==> src/rtl/rtc_core_v5.sv <==
// rtc_core_v5: hh:mm:ss real-time clock core.
// A generic prescaler divides the board clock down to a one-second tick
// and a 24-hour time is kept internally. The display outputs offer a
// 12/24-hour format, loads are range-checked, and a daily alarm flag is
// sticky until it is cleared.
module rtc_core_v5 #(
  parameter int TICKS_PER_SEC = 50000000,
  parameter int PRESC_W       = 26
) (
  input  logic       clk,
  input  logic       reset,
  input  logic       run,
  input  logic       mode_12h,
  input  logic       load,
  input  logic [2:0] addrs,
  input  logic [5:0] data_in,
  input  logic       alarm_en,
  input  logic       alarm_clr,
  output logic [5:0] seconds_out,
  output logic [5:0] minutes_out,
  output logic [4:0] hours_out,
  output logic       pm_out,
  output logic       tick_1hz,
  output logic       alarm_out
);

  localparam logic [PRESC_W-1:0] PRESC_MAX = PRESC_W'(TICKS_PER_SEC - 1);

  logic [PRESC_W-1:0] presc;
  logic [5:0]         sec;
  logic [5:0]         min;
  logic [4:0]         hr;
  logic [5:0]         alarm_min;
  logic [4:0]         alarm_hr;
  logic               tick_r;
  logic               alarm_r;

  logic               tc;
  logic               ld_sec;
  logic               ld_min;
  logic               ld_hr;
  logic               ld_amin;
  logic               ld_ahr;
  logic               sec_carry;
  logic               min_carry;
  logic [5:0]         sec_n;
  logic [5:0]         min_n;
  logic [4:0]         hr_n;
  logic               alarm_hit;
  logic [4:0]         hr_mod12;

  assign tc = run && (presc == PRESC_MAX);

  // Decode the write strobe; out-of-range data and reserved addresses produce no write at all.
  always_comb begin
    ld_sec  = 1'b0;
    ld_min  = 1'b0;
    ld_hr   = 1'b0;
    ld_amin = 1'b0;
    ld_ahr  = 1'b0;
    if (load) begin
      case (addrs)
        3'd0:    ld_sec  = (data_in <= 6'd59);
        3'd1:    ld_min  = (data_in <= 6'd59);
        3'd2:    ld_hr   = (data_in <= 6'd23);
        3'd3:    ld_amin = (data_in <= 6'd59);
        3'd4:    ld_ahr  = (data_in <= 6'd23);
        default: ;
      endcase
    end
  end

  // Next time value: a loaded field overrides its tick update and, since it does not wrap, passes no carry upward.
  always_comb begin
    sec_carry = tc && (sec == 6'd59) && !ld_sec;
    min_carry = sec_carry && (min == 6'd59) && !ld_min;

    sec_n = sec;
    if (ld_sec)
      sec_n = data_in;
    else if (tc)
      sec_n = (sec == 6'd59) ? 6'd0 : sec + 6'd1;

    min_n = min;
    if (ld_min)
      min_n = data_in;
    else if (sec_carry)
      min_n = (min == 6'd59) ? 6'd0 : min + 6'd1;

    hr_n = hr;
    if (ld_hr)
      hr_n = data_in[4:0];
    else if (min_carry)
      hr_n = (hr == 5'd23) ? 5'd0 : hr + 5'd1;

    alarm_hit = tc && alarm_en && !(ld_sec || ld_min || ld_hr) &&
                (sec_n == 6'd0) && (min_n == alarm_min) && (hr_n == alarm_hr);
  end

  // Prescaler: counts only while running; a seconds write restarts the second.
  always_ff @(posedge clk) begin
    if (reset)
      presc <= '0;
    else if (ld_sec)
      presc <= '0;
    else if (run)
      presc <= (presc == PRESC_MAX) ? '0 : presc + 1'b1;
  end

  // Time and alarm registers take the precomputed next values.
  always_ff @(posedge clk) begin
    if (reset) begin
      sec       <= 6'd0;
      min       <= 6'd0;
      hr        <= 5'd0;
      alarm_min <= 6'd0;
      alarm_hr  <= 5'd0;
    end else begin
      sec <= sec_n;
      min <= min_n;
      hr  <= hr_n;
      if (ld_amin)
        alarm_min <= data_in;
      if (ld_ahr)
        alarm_hr <= data_in[4:0];
    end
  end

  // Tick pulse lines up with the seconds update; the alarm flag is sticky and clearing beats setting.
  always_ff @(posedge clk) begin
    if (reset) begin
      tick_r  <= 1'b0;
      alarm_r <= 1'b0;
    end else begin
      tick_r <= tc;
      if (alarm_clr || !alarm_en)
        alarm_r <= 1'b0;
      else if (alarm_hit)
        alarm_r <= 1'b1;
    end
  end

  // Display formatting; midnight and noon both show as 12 in 12-hour mode.
  always_comb begin
    hr_mod12 = (hr >= 5'd12) ? hr - 5'd12 : hr;
    if (mode_12h)
      hours_out = (hr_mod12 == 5'd0) ? 5'd12 : hr_mod12;
    else
      hours_out = hr;
  end

  assign seconds_out = sec;
  assign minutes_out = min;
  assign pm_out      = (hr >= 5'd12);
  assign tick_1hz    = tick_r;
  assign alarm_out   = alarm_r;

endmodule

==> config.mk <==
export PLATFORM = sky130hd
export DESIGN_NAME = rtc_core_v5
export DESIGN_NICKNAME = d
export VERILOG_FILES = /design/src/rtl/rtc_core_v5.sv
export SDC_FILE = /design/constraint.sdc
export NUM_CORES = 1
export LEC_CHECK = 0
export CAP_MARGIN = 10
export CORE_MARGIN = 1.5
export CORE_UTILIZATION = 61
export DETAILED_ROUTE_END_ITERATION = 8
export GPL_TIMING_DRIVEN = 0
export PLACE_DENSITY = 0.82
export REMOVE_ABC_BUFFERS = 1
export SYNTH_ARGS = -nofsm -noshare
export SYNTH_HDL_FRONTEND = slang
export SYNTH_SLANG_ARGS = --single-unit
export TNS_END_PERCENT = 50
==> constraint.sdc <==
create_clock -name clk -period 5.4 [get_ports clk]
set_input_delay 0.81 -clock clk [delete_from_list [all_inputs] [get_ports clk]]
set_output_delay 0.81 -clock clk [all_outputs]
set_load 0.02 [all_outputs]
==> impl_metrics.json, run 1 <==
{
  "status": "finished, final reports clean",
  "syn2layout_area_growth_pct": 14.6,
  "cp-start-kind": "input pin",
  "async_flop_share_pct": 0,
  "seq_area_frac_synth_pct": 34.3,
  "start_util_pct": 63.5,
  "setup_tns_ps": 0,
  "vdd_ir_drop_max_mv": 0.143,
  "synth-seq-cells": 56,
  "first_pass_iters": 5,
  "ys.flop_type": "dfxtp_1",
  "p_per_area_mw_per_mm2": 215,
  "hold_class": "register to register",
  "post_cts_resized": 0,
  "crit_path_end_kind": "register",
  "grt_max_degree": 32,
  "wl_per_cell_um": 16.2,
  "cts_max_path_buffers": 2,
  "multiInputGateArea_sq_mm": 0.00204,
  "hold_buffers": 0,
  "ant_nets": 0,
  "drive_gt1_share_pct": 5.14,
  "fin_nets": 450,
  "clock_latency_ps": 320,
  "cts-root-buf": "clkbuf_8",
  "yosys_warnings": 0,
  "ff_latch_area_sq_mm": 0.00112,
  "numCtsBuffers": 5,
  "required_ps": 5660,
  "reg2regPathDepth": 9,
  "path_max_fanout": 9,
  "grt_pass1_wl_mm": 13.7,
  "finalSetupViolCount": 0,
  "cp.arrival_ps": 3940,
  "maxCapViolCount": 0,
  "row_count": 26,
  "p_leak_nw": 1.32,
  "rsz0062_at_grt": "false",
  "htree_levels": 2,
  "clk_pin_slew_worst_paths_ps": 100,
  "tightestPinTransition_ps": 1150,
  "die_h_um": 76.2,
  "ys_types": 59,
  "syn_area_per_cell_sq_um": 8.12,
  "hold_viol": 0,
  "die-area_sq_mm": 0.00580,
  "crit_type": "input pin to register",
  "regToRegSetupSlack_ps": 2450,
  "grt_antenna_before_repair": 0,
  "slew_headroom_pct": 22.8,
  "rr_startpoint": "seconds_out[3]$_SDFF_PP0_",
  "clock-sinks": 56,
  "synthCells": 402,
  "design_area_sq_mm": 0.00374,
  "vias_per_cell": 6.13,
  "timing.hold.worst_path_depth": 2,
  "drt-initial-drc-count": 265,
  "period_share_pct": 68.3,
  "fin_hold_ws_ps": 488,
  "gp_congestion": 0.940,
  "grt_overflow": 0,
  "postCtsSetupRepairBufs": 0,
  "cts_tree": "done",
  "io_buffers": 35,
  "fillerInstances": 448,
  "diodes": 0,
  "vias": 3055,
  "fp.coreArea_sq_mm": 0.00514,
  "first_global_vias": 2881,
  "netlist_area_sq_mm": 0.00326,
  "route.detailed.drc": 0,
  "track_usage_pct": 29.0,
  "synth-edff-count": 0,
  "drv_slew": 0,
  "dpl.hpwl_mm": 5.83,
  "finClkSkew_ps": 4.51,
  "routed_wirelength_mm": 8.06,
  "io_pins": 36,
  "r2r_end": "alarm_out$_SDFFE_PP0P_",
  "hold_end": "alarm_out$_SDFFE_PP0P_",
  "max_freq_ghz": 0.271,
  "hold_start": "alarm_out$_SDFFE_PP0P_",
  "timing.final.crit_period_ps": 3690,
  "place_area_sq_mm": 0.00363,
  "fp.dieW_um": 76.2
}
worst max path at each step:
stage	start	to	slack (ps)
2_1_floorplan	data_in[3]	alarm_out$_SDFFE_PP0P_	2460
3_3_place_gp	data_in[2]	alarm_out$_SDFFE_PP0P_	1440
3_5_place_dp	data_in[2]	alarm_out$_SDFFE_PP0P_	1400
4_1_cts	data_in[2]	alarm_out$_SDFFE_PP0P_	1740
5_1_grt	data_in[3]	alarm_out$_SDFFE_PP0P_	1470
6_report	data_in[3]	alarm_out$_SDFFE_PP0P_	1710
synth_stat cells (9+ instances only):
library cell  number  area [sq um]
nor3_1            10          50.1
xnor2_1           10          87.6
and3_1            11          68.8
nand3_1           18          90.1
clkbuf_1          14          52.6
a21oi_1           19          95.1
nand4_1            9          56.3
nand2_1           39           146
nor2_1            66           248
mux2i_1           11           110
o21ai_0           15          75.1
dfxtp_1           56          1120
xor2_1            20           175
registers in the layout, indices dropped and copies added, names as in the netlist:
signal and flops:
alarm_min 6, seconds_out 6, hr 5, tick_1hz 1, presc 26, alarm_hr 5
minutes_out 6, alarm_out 1
cell type report:
cell class | instances | share of cell area [%]
clock buffers | 6 | 1.94
flip-flops and latches | 56 | 30.0
clock inverters | 2 | 1.04
well taps | 70 | 2.34
inverters | 7 | 0.703
multi-input cells | 322 | 54.6
repair buffers | 35 | 9.37
critical path: stages:
cell,delay (ps)
clkdlybuf4s50_1,680
and4_1,500
nor4_4,120
nor4_4,490
mux2_2,390
mux2i_1,270
xnor2_1,100
a211oi_1,260
o2111ai_1,160
o21ai_1,140
logic make-up (layout without fill, tap and decap cells):
kind of cell / count (synthesis) / in the layout / share of synthesized area (%)
AOI/OAI and AO/OA: 70 / 70 / 14.5
xor gates and xnor gates: 30 / 30 / 8.05
adders and majority gates: 7 / 7 / 2.68
buffers and inverters: 24 / 50 / 3.07
DFF: 56 / 56 / 34.3
muxes: 12 / 12 / 3.72
and+or+nand+nor: 203 / 203 / 33.7
layer usage:
metal	wire [um]	track usage [%]	part of all wire (%)	vias to the layer above
met3	395	4.79	4.9	14
met2	3890	47.7	48	102
met1	3640	39.3	45	1436
met5	0	0	0	-
li1	-	-	-	1503
met4	142	8.70	1.8	0
power breakdown:
part | switching [mW] | total [mW] | internal, mW | leakage [nW]
registers | 0.0108 | 0.431 | 0.420 | 0.453
clock network | 0.147 | 0.288 | 0.141 | 0.0558
logic | 0.0481 | 0.0854 | 0.0373 | 0.814
cells in the final DEF (no fill, tap or decap), types with 4 or more instances in the layout:
| cell | netlist | layout |
|---|---|---|
| clkdlybuf4s50_1 | 0 | 35 |
| and3_1 | 11 | 11 |
| dfxtp_1 | 56 | 56 |
| a211oi_1 | 7 | 7 |
| or3_1 | 4 | 4 |
| xnor2_1 | 10 | 10 |
| nor2_1 | 66 | 66 |
| nand3_1 | 18 | 18 |
| nor3_1 | 10 | 10 |
| inv_1 | 7 | 7 |
| xor2_1 | 20 | 20 |
| a21oi_1 | 19 | 19 |
| clkbuf_8 | 0 | 5 |
| ha_1 | 7 | 7 |
| mux2i_1 | 11 | 11 |
| nand4b_1 | 4 | 4 |
| o21ai_0 | 15 | 15 |
| nand4_1 | 9 | 9 |
| and4_1 | 4 | 4 |
| nor2b_1 | 7 | 7 |
| nand2_1 | 39 | 39 |
stage by stage:
step	power, mW	setup WS (ps)	utilization, %	instances
after floorplan	0.481	2460	-	385
after global placement	0.522	1440	70.6	490
after detailed placement	0.524	1400	70.6	490
after CTS	0.803	1740	72.8	498
after global routing	0.831	1470	72.8	498
final	0.804	1710	72.8	498
(Power assumes the default switching activity.)
==> inputs of run 2 (changes only) <==
--- a/config.mk
+++ b/config.mk
@@ -7,10 +7,10 @@
 export LEC_CHECK = 0
 export CAP_MARGIN = 10
 export CORE_MARGIN = 1.5
-export CORE_UTILIZATION = 61
+export CORE_UTILIZATION = 51
 export DETAILED_ROUTE_END_ITERATION = 8
 export GPL_TIMING_DRIVEN = 0
-export PLACE_DENSITY = 0.82
+export PLACE_DENSITY = 0.73
 export REMOVE_ABC_BUFFERS = 1
 export SYNTH_ARGS = -nofsm -noshare
 export SYNTH_HDL_FRONTEND = slang
==> constraint.sdc (replaced) <==
create_clock -name clk -period 3.2 [get_ports clk]
set_input_delay 0.48 -clock clk [delete_from_list [all_inputs] [get_ports clk]]
set_output_delay 0.48 -clock clk [all_outputs]
set_load 0.02 [all_outputs]
==> run 2 against run 1 <==
  * Global-route usage shrank 6.5 points
  * Largest cell class unchanged
  * Clock power grew 39%
  * Non-clock buffer count grew 3
  * Worst hold slack lost 23 ps
  * Die area grew 19%
==> impl_metrics.json, run 2 (synthesis results as in run 1) <==
{
  "hold_viol": 0,
  "largest_reg_flops": 26,
  "numCtsBuffers": 5,
  "ff_latch_area_sq_mm": 0.00112,
  "cts_tree": "done",
  "crit_type": "input pin to register",
  "cp-start-kind": "input pin",
  "p_per_area_mw_per_mm2": 336,
  "drv_slew": 0,
  "p_leak_nw": 1.37,
  "required_ps": 3450,
  "cts_max_path_buffers": 2,
  "crit_path_end_kind": "register",
  "cp_slowest_cell": "clkdlybuf4s50_1",
  "ant_nets": 0,
  "tightestPinTransition_ps": 1210,
  "drive_gt1_share_pct": 8.12,
  "die_h_um": 83.0,
  "cp_cell_sequence": "clkdlybuf4s50_1 > and4_4 > nor4_4 > or4_1 > o21a_1 > nor3_2 > o22ai_1 > a2111oi_4 > o2111ai_1 > o21ai_1",
  "layout_common_cells": "nor2_1 (66), dfxtp_1 (55), nand2_1 (39)",
  "timing.final.crit_period_ps": 2980,
  "first_global_vias": 2736,
  "vias": 3056,
  "fillerInstances": 558,
  "clk_pin_slew_worst_paths_ps": 90,
  "vias_per_cell": 6.04,
  "cp_slowest_stage_delay_ps": 620,
  "rsz0062_at_grt": "false",
  "routed_wirelength_mm": 7.91,
  "multiInputGateArea_sq_mm": 0.00207,
  "slew_headroom_pct": 19.4,
  "grt_pass1_wl_mm": 12.9,
  "status": "finished, final reports clean",
  "place_inst": 495,
  "syn2layout_area_growth_pct": 16.1,
  "maxCapViolCount": 0,
  "cp_num_buf_inv": 1,
  "path_max_fanout": 9,
  "clock_latency_ps": 320,
  "cts-root-buf": "clkbuf_8",
  "row_count": 28,
  "start_util_pct": 53.9,
  "die-area_sq_mm": 0.00689,
  "finClkSkew_ps": 12.0,
  "hold_buffers": 0,
  "clock-sinks": 56,
  "critPathTopFamily": "simple AND/OR/NAND/NOR gates",
  "p_total_mw": 1.27,
  "finalSetupViolCount": 0,
  "io_pins": 36,
  "track_usage_pct": 22.5,
  "fin_nets": 453,
  "fin_cells": 506,
  "gp_congestion": 0.877,
  "top_register": "presc",
  "max_freq_ghz": 0.335,
  "cp.arrival_ps": 3230,
  "route.detailed.drc": 0,
  "period_share_pct": 93.2,
  "fp.coreArea_sq_mm": 0.00606,
  "grt_max_degree": 32,
  "fp.dieW_um": 83.0,
  "grt_overflow": 0,
  "vdd_ir_drop_max_mv": 0.195,
  "io_buffers": 35,
  "diodes": 0,
  "wl_per_cell_um": 15.6,
  "hold_class": "register to register",
  "final_common_cell": "nor2_1",
  "dpl.hpwl_mm": 5.72,
  "drt-initial-drc-count": 162,
  "first_pass_iters": 4,
  "htree_levels": 2,
  "grt_antenna_before_repair": 0
}
run 2: changes by cell type in the layout (fill, tap and decap cells not counted), moves of 2 or more:
cell | previous run | this run
dlymetal6s2s_1 | 0 | 4
buf_4 | 0 | 3
or4_1 | 3 | 1
clkdlybuf4s50_1 | 35 | 31
and4_1 | 4 | 2
or4_4 | 1 | 3
run 2: through the flow:
stage	setup slack, ps	hold WS [ps]	util, %	area, sq um	setup TNS (ps)
2_1_floorplan	589	459	-	3190	0
3_3_place_gp	-373	456	60.0	3630	-373
3_5_place_dp	-394	457	60.0	3630	-394
4_1_cts	47.1	470	61.8	3740	0
5_1_grt	16.8	487	62.5	3790	0
6_report	219	465	62.5	3790	0
run 2: layout make-up:
| type | count | share of cell area, % |
|---|---|---|
| repair buffers | 38 | 10.1 |
| flip-flops and latches | 56 | 29.6 |
| multi-input cells | 322 | 54.7 |
| clock inverters | 3 | 0.561 |
| well taps | 75 | 2.48 |
| inverters | 7 | 0.694 |
| clock buffers | 5 | 1.82 |
run 2: repair_timing:
| action | in CTS | in global routing |
|---|---|---|
| endpoints found under the setup margin | 1 | 3 |
| setup buffers | 2 | 1 |
| resized for setup | 2 | 12 |
| pin swaps | 1 | 2 |
| gates cloned | 0 | 0 |
run 2: path summary, 6_finish.rpt:
| check | slack (ps) | cells past startpoint | start | endpoint |
|---|---|---|---|---|
| max | 220 | 10 | data_in[5] | alarm_out$_SDFFE_PP0P_ |
| min | 470 | 2 | alarm_out$_SDFFE_PP0P_ | alarm_out$_SDFFE_PP0P_ |
| max reg2reg | 340 | 9 | presc[7]$_SDFFE_PP0P_ | alarm_out$_SDFFE_PP0P_ |
| min reg2reg | 470 | 2 | alarm_out$_SDFFE_PP0P_ | alarm_out$_SDFFE_PP0P_ |
run 2: worst register-to-register path, stage by stage (launching register included):
cell       delay (ps)
dfxtp_1           380
nor4b_2           310
nand4_2           340
nor3_1            320
mux2i_1           210
o21ai_0           110
or4_4             580
a2111oi_4         270
o2111ai_1         150
o21ai_1           130
run 2: metal layers:
layer	vias up	global-route usage (%)	wire [um]
li1	1500	-	-
met1	1456	31.4	3730
met2	91	36.2	3540
met3	9	3.78	539
met4	0	5.91	97
met5	-	0	0
run 2: where the power goes:
part	internal, mW	total (mW)	switching (mW)
clock network	0.156	0.400	0.244
logic	0.0633	0.145	0.0813
registers	0.709	0.727	0.0185
==> inputs of run 3 (changes only) <==
--- a/config.mk
+++ b/config.mk
@@ -10,6 +10,7 @@
 export CORE_UTILIZATION = 51
 export DETAILED_ROUTE_END_ITERATION = 8
 export GPL_TIMING_DRIVEN = 0
+export HOLD_SLACK_MARGIN = 0.1
 export PLACE_DENSITY = 0.73
 export REMOVE_ABC_BUFFERS = 1
 export SYNTH_ARGS = -nofsm -noshare
==> results of run 3 <==
Final layout, timing and power as in run 2 (identical DEF).
